## config.mk

```make
export PLATFORM = sky130hd
export DESIGN_NAME = control_unit
export DESIGN_NICKNAME = d
export VERILOG_FILES = /design/src/rtl/control_unit.sv
export SDC_FILE = /design/constraint.sdc
export NUM_CORES = 1
export LEC_CHECK = 0
export CORE_MARGIN = 4
export CORE_UTILIZATION = 36
export DETAILED_ROUTE_END_ITERATION = 10
export MAX_ROUTING_LAYER = met4
export PLACE_DENSITY = 0.82
export SKIP_CTS_REPAIR_TIMING = 1
export SYNTH_ARGS = -nofsm -noshare
export SYNTH_HDL_FRONTEND = slang
export SYNTH_SLANG_ARGS = --single-unit
```

## constraint.sdc

```tcl
create_clock -name clk -period 3.21 [get_ports clk]
set_input_delay 0.963 -clock clk [delete_from_list [all_inputs] [get_ports clk]]
set_output_delay 0.963 -clock clk [all_outputs]
set_load 0.05 [all_outputs]
```

## src/rtl/control_unit.sv

```systemverilog
// control_unit: fetch/decode/execute sequencer driving every strobe and select of the single-bus datapath.
// Outputs are decoded from the registered state and ir (plus con in br T7).
module control_unit (
    input  logic        clk,
    input  logic        clr,
    input  logic [31:0] ir,
    input  logic        con,
    output logic        run,
    output logic        HIout,
    output logic        LOout,
    output logic        Zhighout,
    output logic        Zlowout,
    output logic        PCout,
    output logic        MDRout,
    output logic        InPortout,
    output logic        Cout,
    output logic        HIin,
    output logic        LOin,
    output logic        Zhighin,
    output logic        Zlowin,
    output logic        PCin,
    output logic        MDRin,
    output logic        InPortin,
    output logic        Cin,
    output logic        IRin,
    output logic        MARin,
    output logic        Yin,
    output logic        CONin,
    output logic        OutPortin,
    output logic        read,
    output logic        wren,
    output logic        AND,
    output logic        OR,
    output logic        ADD,
    output logic        SUB,
    output logic        MUL,
    output logic        DIV,
    output logic        SHR,
    output logic        SHL,
    output logic        ROR,
    output logic        ROL,
    output logic        NEG,
    output logic        NOT,
    output logic        IncPC,
    output logic        Gra,
    output logic        Grb,
    output logic        Grc,
    output logic        Rin,
    output logic        Rout,
    output logic        BAout
);
    typedef enum logic [3:0] {T0, T1, T2, T3, T4, T5, T6, T7, T8, T9, RESET, HALT} state_t;

    state_t state, last;
    logic [9:0] t;
    logic [4:0] op;
    logic op_ld, op_ldi, op_st, op_ea, alu_r, alu_i, op_md, op_un, op_br, op_jr;
    logic op_in, op_out, op_mfhi, op_mflo, op_halt, alu_go;
    logic unused_ir;

    assign op        = ir[31:27];
    assign unused_ir = ^ir[26:0];
    assign op_ld     = op == 5'd0;
    assign op_ldi    = op == 5'd1;
    assign op_st     = op == 5'd2;
    assign op_ea     = op_ld | op_ldi | op_st;
    assign alu_r     = op >= 5'd3 && op <= 5'd10;
    assign alu_i     = op >= 5'd11 && op <= 5'd13;
    assign op_md     = op == 5'd14 || op == 5'd15;
    assign op_un     = op == 5'd16 || op == 5'd17;
    assign op_br     = op == 5'd18;
    assign op_jr     = op == 5'd19;
    assign op_in     = op == 5'd22;
    assign op_out    = op == 5'd23;
    assign op_mfhi   = op == 5'd24;
    assign op_mflo   = op == 5'd25;
    assign op_halt   = op == 5'd27;

    // Final step of each execute sequence; nop and undefined opcodes end at T3.
    assign last = op_ld ? T9 :
                  op_st ? T8 :
                  (op_md | op_br) ? T7 :
                  (op_ldi | alu_r | alu_i) ? T6 :
                  (op_un | op_in) ? T5 :
                  (op_jr | op_out | op_mfhi | op_mflo) ? T4 : T3;

    always_ff @(posedge clk or posedge clr) begin
        if (clr)
            state <= RESET;
        else if (state == RESET)
            state <= T0;
        else if (state == HALT || (state == T3 && op_halt))
            state <= HALT;
        else if (state == last)
            state <= T0;
        else
            state <= state_t'(state + 4'd1);
    end

    // One-hot step decode; RESET and HALT shift the bit out, leaving all zeros.
    assign t = 10'd1 << state;

    assign run       = |t;
    assign Cin       = |t;
    assign IncPC     = t[0];
    assign IRin      = t[3];
    assign PCout     = t[0] | (t[5] & op_br);
    assign MARin     = t[0] | (t[6] & (op_ld | op_st));
    assign Zlowin    = t[0] | (t[5] & (op_ea | alu_r | alu_i | op_md)) | (t[4] & op_un) | (t[6] & op_br);
    assign Zlowout   = t[1] | (t[6] & (op_ea | alu_r | alu_i | op_md)) | (t[5] & op_un) | (t[7] & op_br);
    assign PCin      = t[1] | (t[4] & op_jr) | (t[7] & op_br & con);
    assign read      = t[1] | t[2] | ((t[7] | t[8]) & op_ld);
    assign MDRin     = t[2] | (t[8] & op_ld) | (t[7] & op_st);
    assign MDRout    = t[3] | (t[9] & op_ld);
    assign wren      = t[8] & op_st;
    assign BAout     = t[4] & op_ea;
    assign Grb       = (t[4] & (op_ea | alu_r | alu_i | op_un)) | (t[5] & op_md);
    assign Grc       = t[5] & alu_r;
    assign Gra       = (t[4] & (op_md | op_br | op_jr | op_out | op_mfhi | op_mflo)) | (t[5] & (op_un | op_in))
                     | (t[6] & (op_ldi | alu_r | alu_i)) | (t[7] & op_st) | (t[9] & op_ld);
    assign Rin       = (t[4] & (op_mfhi | op_mflo)) | (t[5] & (op_un | op_in))
                     | (t[6] & (op_ldi | alu_r | alu_i)) | (t[9] & op_ld);
    assign Rout      = (t[4] & (alu_r | alu_i | op_md | op_un | op_br | op_jr | op_out))
                     | (t[5] & (alu_r | op_md)) | (t[7] & op_st);
    assign Yin       = (t[4] & (op_ea | alu_r | alu_i | op_md)) | (t[5] & op_br);
    assign Cout      = (t[5] & (op_ea | alu_i)) | (t[6] & op_br);
    assign Zhighin   = t[5] & op_md;
    assign Zhighout  = t[7] & op_md;
    assign HIin      = t[7] & op_md;
    assign LOin      = t[6] & op_md;
    assign CONin     = t[4] & op_br;
    assign InPortin  = t[4] & op_in;
    assign InPortout = t[5] & op_in;
    assign OutPortin = t[4] & op_out;
    assign HIout     = t[4] & op_mfhi;
    assign LOout     = t[4] & op_mflo;

    // The opcode-selected ALU step; address and branch-target adds are added to ADD separately.
    assign alu_go = (t[5] & (alu_r | alu_i | op_md)) | (t[4] & op_un);
    assign ADD = (alu_go & (op == 5'd3 || op == 5'd11)) | (t[5] & op_ea) | (t[6] & op_br);
    assign SUB = alu_go & (op == 5'd4);
    assign AND = alu_go & (op == 5'd5 || op == 5'd12);
    assign OR  = alu_go & (op == 5'd6 || op == 5'd13);
    assign SHR = alu_go & (op == 5'd7);
    assign SHL = alu_go & (op == 5'd8);
    assign ROR = alu_go & (op == 5'd9);
    assign ROL = alu_go & (op == 5'd10);
    assign MUL = alu_go & (op == 5'd14);
    assign DIV = alu_go & (op == 5'd15);
    assign NEG = alu_go & (op == 5'd16);
    assign NOT = alu_go & (op == 5'd17);
endmodule
```

Word level (Yosys, flattened, before mapping)
Index checks and enable logic that the tools add are counted.

Bits of input ports: 35. Output and inout port bits: 43. Bits in registers: 4. Logic and storage cells: 162.

Shifts and indexed selects: 1. $lt $le $gt $ge: 4. Equality and inequality tests: 28. Add/subtract/negate cells: 1. Bitwise operators: 107. Reduce and logical (&&, ||, !) cells: 11. Muxes and demuxes: 9.

Operators with widths (number): 1-bit OR (58); 1-bit bitwise AND (49); 5-bit equality test (second input constant) (9); 5-bit by 4-bit equality test with 1-bit output (second input constant) (8); 5-bit by 3-bit equality test with 1-bit output (second input constant) (4); 4-bit 2-to-1 mux (5); 3-bit 2-to-1 mux (4); 5-bit by 2-bit equality test with 1-bit output (second input constant) (2); 5-bit by 4-bit less-or-equal comparator with 1-bit output (second input constant) (2); 10-bit OR reduction (1); 1-bit by 4-bit left shift with 10-bit output (first input constant) (1); 4-bit equality test (second input constant) (2); 1-bit logical OR (6); 5-bit by 1-bit equality test with 1-bit output (second input constant) (1); 5-bit by 2-bit greater-or-equal comparator with 1-bit output (second input constant) (1); 5-bit by 4-bit greater-or-equal comparator with 1-bit output (second input constant) (1); 5-bit zero test (1); 4-bit by 1-bit adder with 4-bit output (second input constant) (1); 4-bit by 2-bit equality test with 1-bit output (second input constant) (1); 4-bit equality test (1); 1-bit logical AND (3).

Logic depth before layout (Yosys ltp)
Depth in word-level cells: 14. Gate-level depth with buffers: 9.

Least setup slack after synthesis
Ideal clock, no wire load.

Kind: input to output. From: in ir[29]. To: out SUB. Arrival: 3.017 ns. Required time: 2.247 ns. Cell stages on the path: 4. Path slack: -0.770 ns. Path through: buf_2 -> buf_1 -> nand2_1 -> nor4_1.

Word-level cells in the longest chain between the ends: 7. Elaborated cells on any way between the ends: 19.

RTL lines: start, declared (line 6) `input logic [31:0] ir,`; 5-bit by 2-bit greater-or-equal comparator with 1-bit output (tied with other cells) (line 67) `assign alu_r = op >= 5'd3 && op <= 5'd10;`; 1-bit logical AND (on tied branches) (line 67, 68); 1-bit OR (2 in series) (line 139) `assign alu_go = (t[5] & (alu_r | alu_i | op_md)) | (t[4] & op_un);`; 1-bit bitwise AND (line 139); 1-bit OR (line 139); 1-bit bitwise AND * (line 141) `assign SUB = alu_go & (op == 5'd4);`; end, declared (line 35) `output logic SUB,`.

Mark *: on every way between the ends. The rest lies on a longest branch, timed or not.

Final worst setup path
From: in ir[31]. To: out Gra.

Word-level cells in the longest chain between the ends: 12. Elaborated cells on any way between the ends: 38.

RTL lines: 5-bit by 4-bit equality test with 1-bit output (line 69) `assign op_md = op == 5'd14 || op == 5'd15;`; 1-bit logical OR (line 69); 1-bit OR (5 in series) (line 119) `assign Gra = (t[4] & (op_md | op_br | op_jr | op_out | op_mfhi | op_mflo)) | (t[5] & (op_un | op_in))`; 1-bit bitwise AND (line 119); 1-bit OR (line 119); 1-bit OR (2 in series) (line 120) `| (t[6] & (op_ldi | alu_r | alu_i)) | (t[7] & op_st) | (t[9] & op_ld);`; 1-bit OR * (line 120); end, declared (line 45) `output logic Gra,`.

Marked as above.

==> run_results.csv <==
group,metric,value,unit
place,dp.final_hpwl,4012,um
timing,timing.final.ws_setup,-0.04392,ns
synthesis,synth-seq-area-share,8.962,%
floorplanning,pin_count,78,
synthesis,netlist_instances,181,
timing,timing.slew.headroom,64.89,%
place,routabilityCongestion,1.008,
layout,largest_register_ffs,4,
layout,insertedDiodeCount,0,
synthesis,synthesis.area,1145,um^2
layout,area.sequential,102.6,um^2
synthesis,synth_area_leaders,"sky130_fd_sc_hd__nand2_1 7.5%, sky130_fd_sc_hd__nor2_1 7.5%, sky130_fd_sc_hd__ha_1 6.6%, sky130_fd_sc_hd__o21ai_0 5.7%, sky130_fd_sc_hd__nor3_1 5.2%",
min_path,worstHoldPathType,"flip-flop to flip-flop",
routing,vias,1815,
synthesis,synth_top_cell_by_area,"sky130_fd_sc_hd__nand2_1",
setup_path,endpoint,"Gra",
status,outcome,"finished, violations left",
floorplanning,initial_core_utilization,37.50,%
layout,multi_input_comb_area,1126,um^2
layout,largest_registers,"state: 4 flops",
power_and_ir_drop,leakage,1.134,nW
setup_path,crit_end_element,"primary output",
timing,fin_crit_sh,101.4,%
routing,drc_errors_left,0,
setup_path,crit-reg2reg-launch,"state[1]",
status,violations,"negative setup slack",
routing,dr.pass1.iters,4,
synthesis,synth_simple_gate_area_share,42.08,%
synthesis,synth.area.mux_share,2.623,%
setup_path,worst-path-max-fanout,3,
synthesis,synth_enable_flop_cells,0,
grt,grt_pass1_vias,1758,
flow_run,drv_cap,0,
clock_tree,cts.path.max_buffers,2,
clock_tree,ctsRootBufferMaster,"sky130_fd_sc_hd__clkbuf_4",
place,post_dp_cell_area,2467,um^2
synthesis,synth.distinct_cells,49,
clock_tree,number_of_buffers_inserted_during_clock_tree_synthesis,3,
synthesis,dominantRegCellSynth,"sky130_fd_sc_hd__dfstp_2",
synthesis,proportion_of_netlist_area_held_by_the_largest_area_contributor,7.541,%
setup_path,regToRegEndpoint,"state[3]",
setup_path,worstRegToRegCells,5,
clock_tree,worst_skew_pair.late_latency,0.24,ns
clock_tree,worst_setup_hold_path_clk_slew,0.04,ns
synthesis,post_synth_fa_ha_maj_area_fraction,6.557,%
synthesis,yosys_warnings,0,
setup_path,worstSetupPathType,"input port to primary output",
routing,vias_per_cell,5.708,
place,port-buffer-count,50,
synthesis,synth_async_sr_flop_share,100.0,%
setup_path,path_depth,8,
timing,setup_violations,2,
clock_tree,htree_num_levels,1,
setup_path,timing.critical_path.slowest_stage_cell,"sky130_fd_sc_hd__nor2_2",
timing,fin_crit,3.254,ns
layout,regMostFlops,"state",
routing,first_iter_violations,128,
layout,area.growth.synth_to_final,131.0,%
floorplanning,core_area,3053,um^2
synthesis,synth_xor_xnor_area_share,4.590,%
clock_tree,tritoncts,"built",
grt,grt.overflow.total,0,
setup_path,crit_family,"compound AO/OA/AOI/OAI gates",
floorplanning,standard_cell_row_count,20,
synthesis,postSynthNetCount,222,
timing,grt_setup_unrepaired,"yes",
routing,postRouteWirelength,5533,um
timing,fin_skew,0.004263,ns
setup_path,reg2reg_slack,1.53,ns
clock_tree,numClockSinks,4,
routing,drt-wirelength-per-cell,17.40,um
grt,antenna_found_initial,0,
layout,post_route_cells_drive_above_1_share,55.47,%
timing,hold_violations,0,
floorplanning,die_outline_width,64.39,um
setup_path,critPathMaxStageDelay,0.24,ns
timing,drv_slew,0,
power_and_ir_drop,peakVddDrop,680.9,uV
synthesis,synth_compound_gate_area_share,24.92,%
setup_path,required_time_at_the_endpoint_of_the_critical_path,2.25,ns
setup_path,critical_path.n_buffers_inverters,2,
routing,route.antenna.remaining_nets,0,
place,place_inst,310,
layout,finish.net_count,316,
layout,nFillCells,156,
floorplanning,die_area,4146,um^2
timing,maxClockFrequency,307.3,MHz
power_and_ir_drop,power_density,581.5,nW/um^2
setup_path,cp_launch_type,"input port",
synthesis,syn_avg_cell_area,6.325,um^2
timing,max_slew.worst_pin.slew,0.5258,ns
synthesis,yosys_register_bits,4,
synthesis,ys_top_cells_by_count,"23 x sky130_fd_sc_hd__nand2_1, 23 x sky130_fd_sc_hd__nor2_1, 13 x sky130_fd_sc_hd__o21ai_0",
layout,final_std_cells_w_o_fill,318,
grt,grt_max_degree,13,
grt,global_route.usage.total,23.59,%
synthesis,largest_family_of_logic_cells_by_synthesized_area,"simple AND/OR/NAND/NOR gates",
setup_path,cp.arrival,2.29,ns
setup_path,path_cells,"buf_6, nand3b_1, nor2_2, a32oi_2, o22ai_2, a31oi_2, o211ai_1, clkbuf_16",
layout,design_area,2645,um^2
setup_path,worst_setup_path_startpoint,"ir[31]",
floorplanning,vertical_extent_of_the_die,64.39,um
grt,grt_pass1_wl,7769,um
stage by stage:
stage | setup TNS, ns | utilization, % | worst slack, ns | hold WS [ns] | total power, mW
6_report | -0.07056 | 86.64 | -0.04392 | 0.6956 | 1.538
5_1_grt | -0.2163 | 86.64 | -0.1001 | 0.7378 | 1.631
4_1_cts | -11.94 | 81.68 | -0.4744 | 0.6791 | 1.486
3_5_place_dp | -11.60 | 80.82 | -0.4624 | 0.6691 | 1.408
3_3_place_gp | -10.31 | 80.82 | -0.4156 | 0.6586 | 1.376
2_1_floorplan | -1.996 | - | -0.3982 | 0.6073 | 0.9276
placed cells by master, fill, tap and decap left out, types with 5 or more instances in the layout:
master,Yosys,final
sky130_fd_sc_hd__nor2b_1,7,7
sky130_fd_sc_hd__buf_12,0,38
sky130_fd_sc_hd__xnor2_1,5,5
sky130_fd_sc_hd__nor2_4,0,5
sky130_fd_sc_hd__buf_4,4,55
sky130_fd_sc_hd__a21oi_1,8,7
sky130_fd_sc_hd__nor3_2,1,6
sky130_fd_sc_hd__nand2_1,23,20
sky130_fd_sc_hd__ha_1,6,6
sky130_fd_sc_hd__nor3_1,12,6
sky130_fd_sc_hd__o21ai_0,13,5
sky130_fd_sc_hd__nor2_1,23,16
sky130_fd_sc_hd__inv_1,9,9
sky130_fd_sc_hd__clkbuf_4,0,5
where the power goes:
part           switching (mW)  leakage (nW)  total [mW]  internal, mW
Clock                  0.0221        0.0150      0.0688        0.0467
Combinational           0.786          1.07        1.34         0.551
Sequential             0.0431        0.0454       0.133        0.0897
routing by layer:
metal / part of all wire, % / GRT usage, % / up-vias
met2: 50 / 42.40 / 120
met3: 7.7 / 2.460 / 34
li1: - / - / 831
met4: 5.9 / 12.93 / 0
met5: 0 / - / -
met1: 37 / 25.13 / 830
layout make-up:
| type | instances | share of cell area, % |
|---|---|---|
| Clock buffer | 4 | 0.9934 |
| Sequential cell | 4 | 3.879 |
| Inverter | 9 | 1.277 |
| Timing Repair Buffer | 105 | 49.20 |
| Multi-Input combinational cell | 152 | 42.57 |
| Tap cell | 44 | 2.081 |
worst register-to-register path: stages, from the launching register on:
cell	delay (ns)
sky130_fd_sc_hd__dfstp_2	0.56
sky130_fd_sc_hd__ha_1	0.22
sky130_fd_sc_hd__or3b_4	0.43
sky130_fd_sc_hd__mux2i_1	0.15
sky130_fd_sc_hd__nor2_1	0.06
sky130_fd_sc_hd__a221oi_2	0.17
worst min-delay path by stage:
stage / start / to / depth (start not counted)
after floorplan: state[2] / state[3] / 2
after global placement: state[3] / state[3] / 2
after detailed placement: state[3] / state[3] / 2
after CTS: state[3] / state[3] / 2
after global routing: state[3] / state[3] / 2
final: state[3] / state[3] / 2
cell families after synthesis:
group                    after synthesis
AO/OA/AOI/OAI                         44
adder cells (fa/ha/maj)                6
buffers and inverters                 25
AND/OR/NAND/NOR                       93
multiplexers                           3
flip-flops                             4
XOR/XNOR                               6
(Power assumes the default switching activity.)
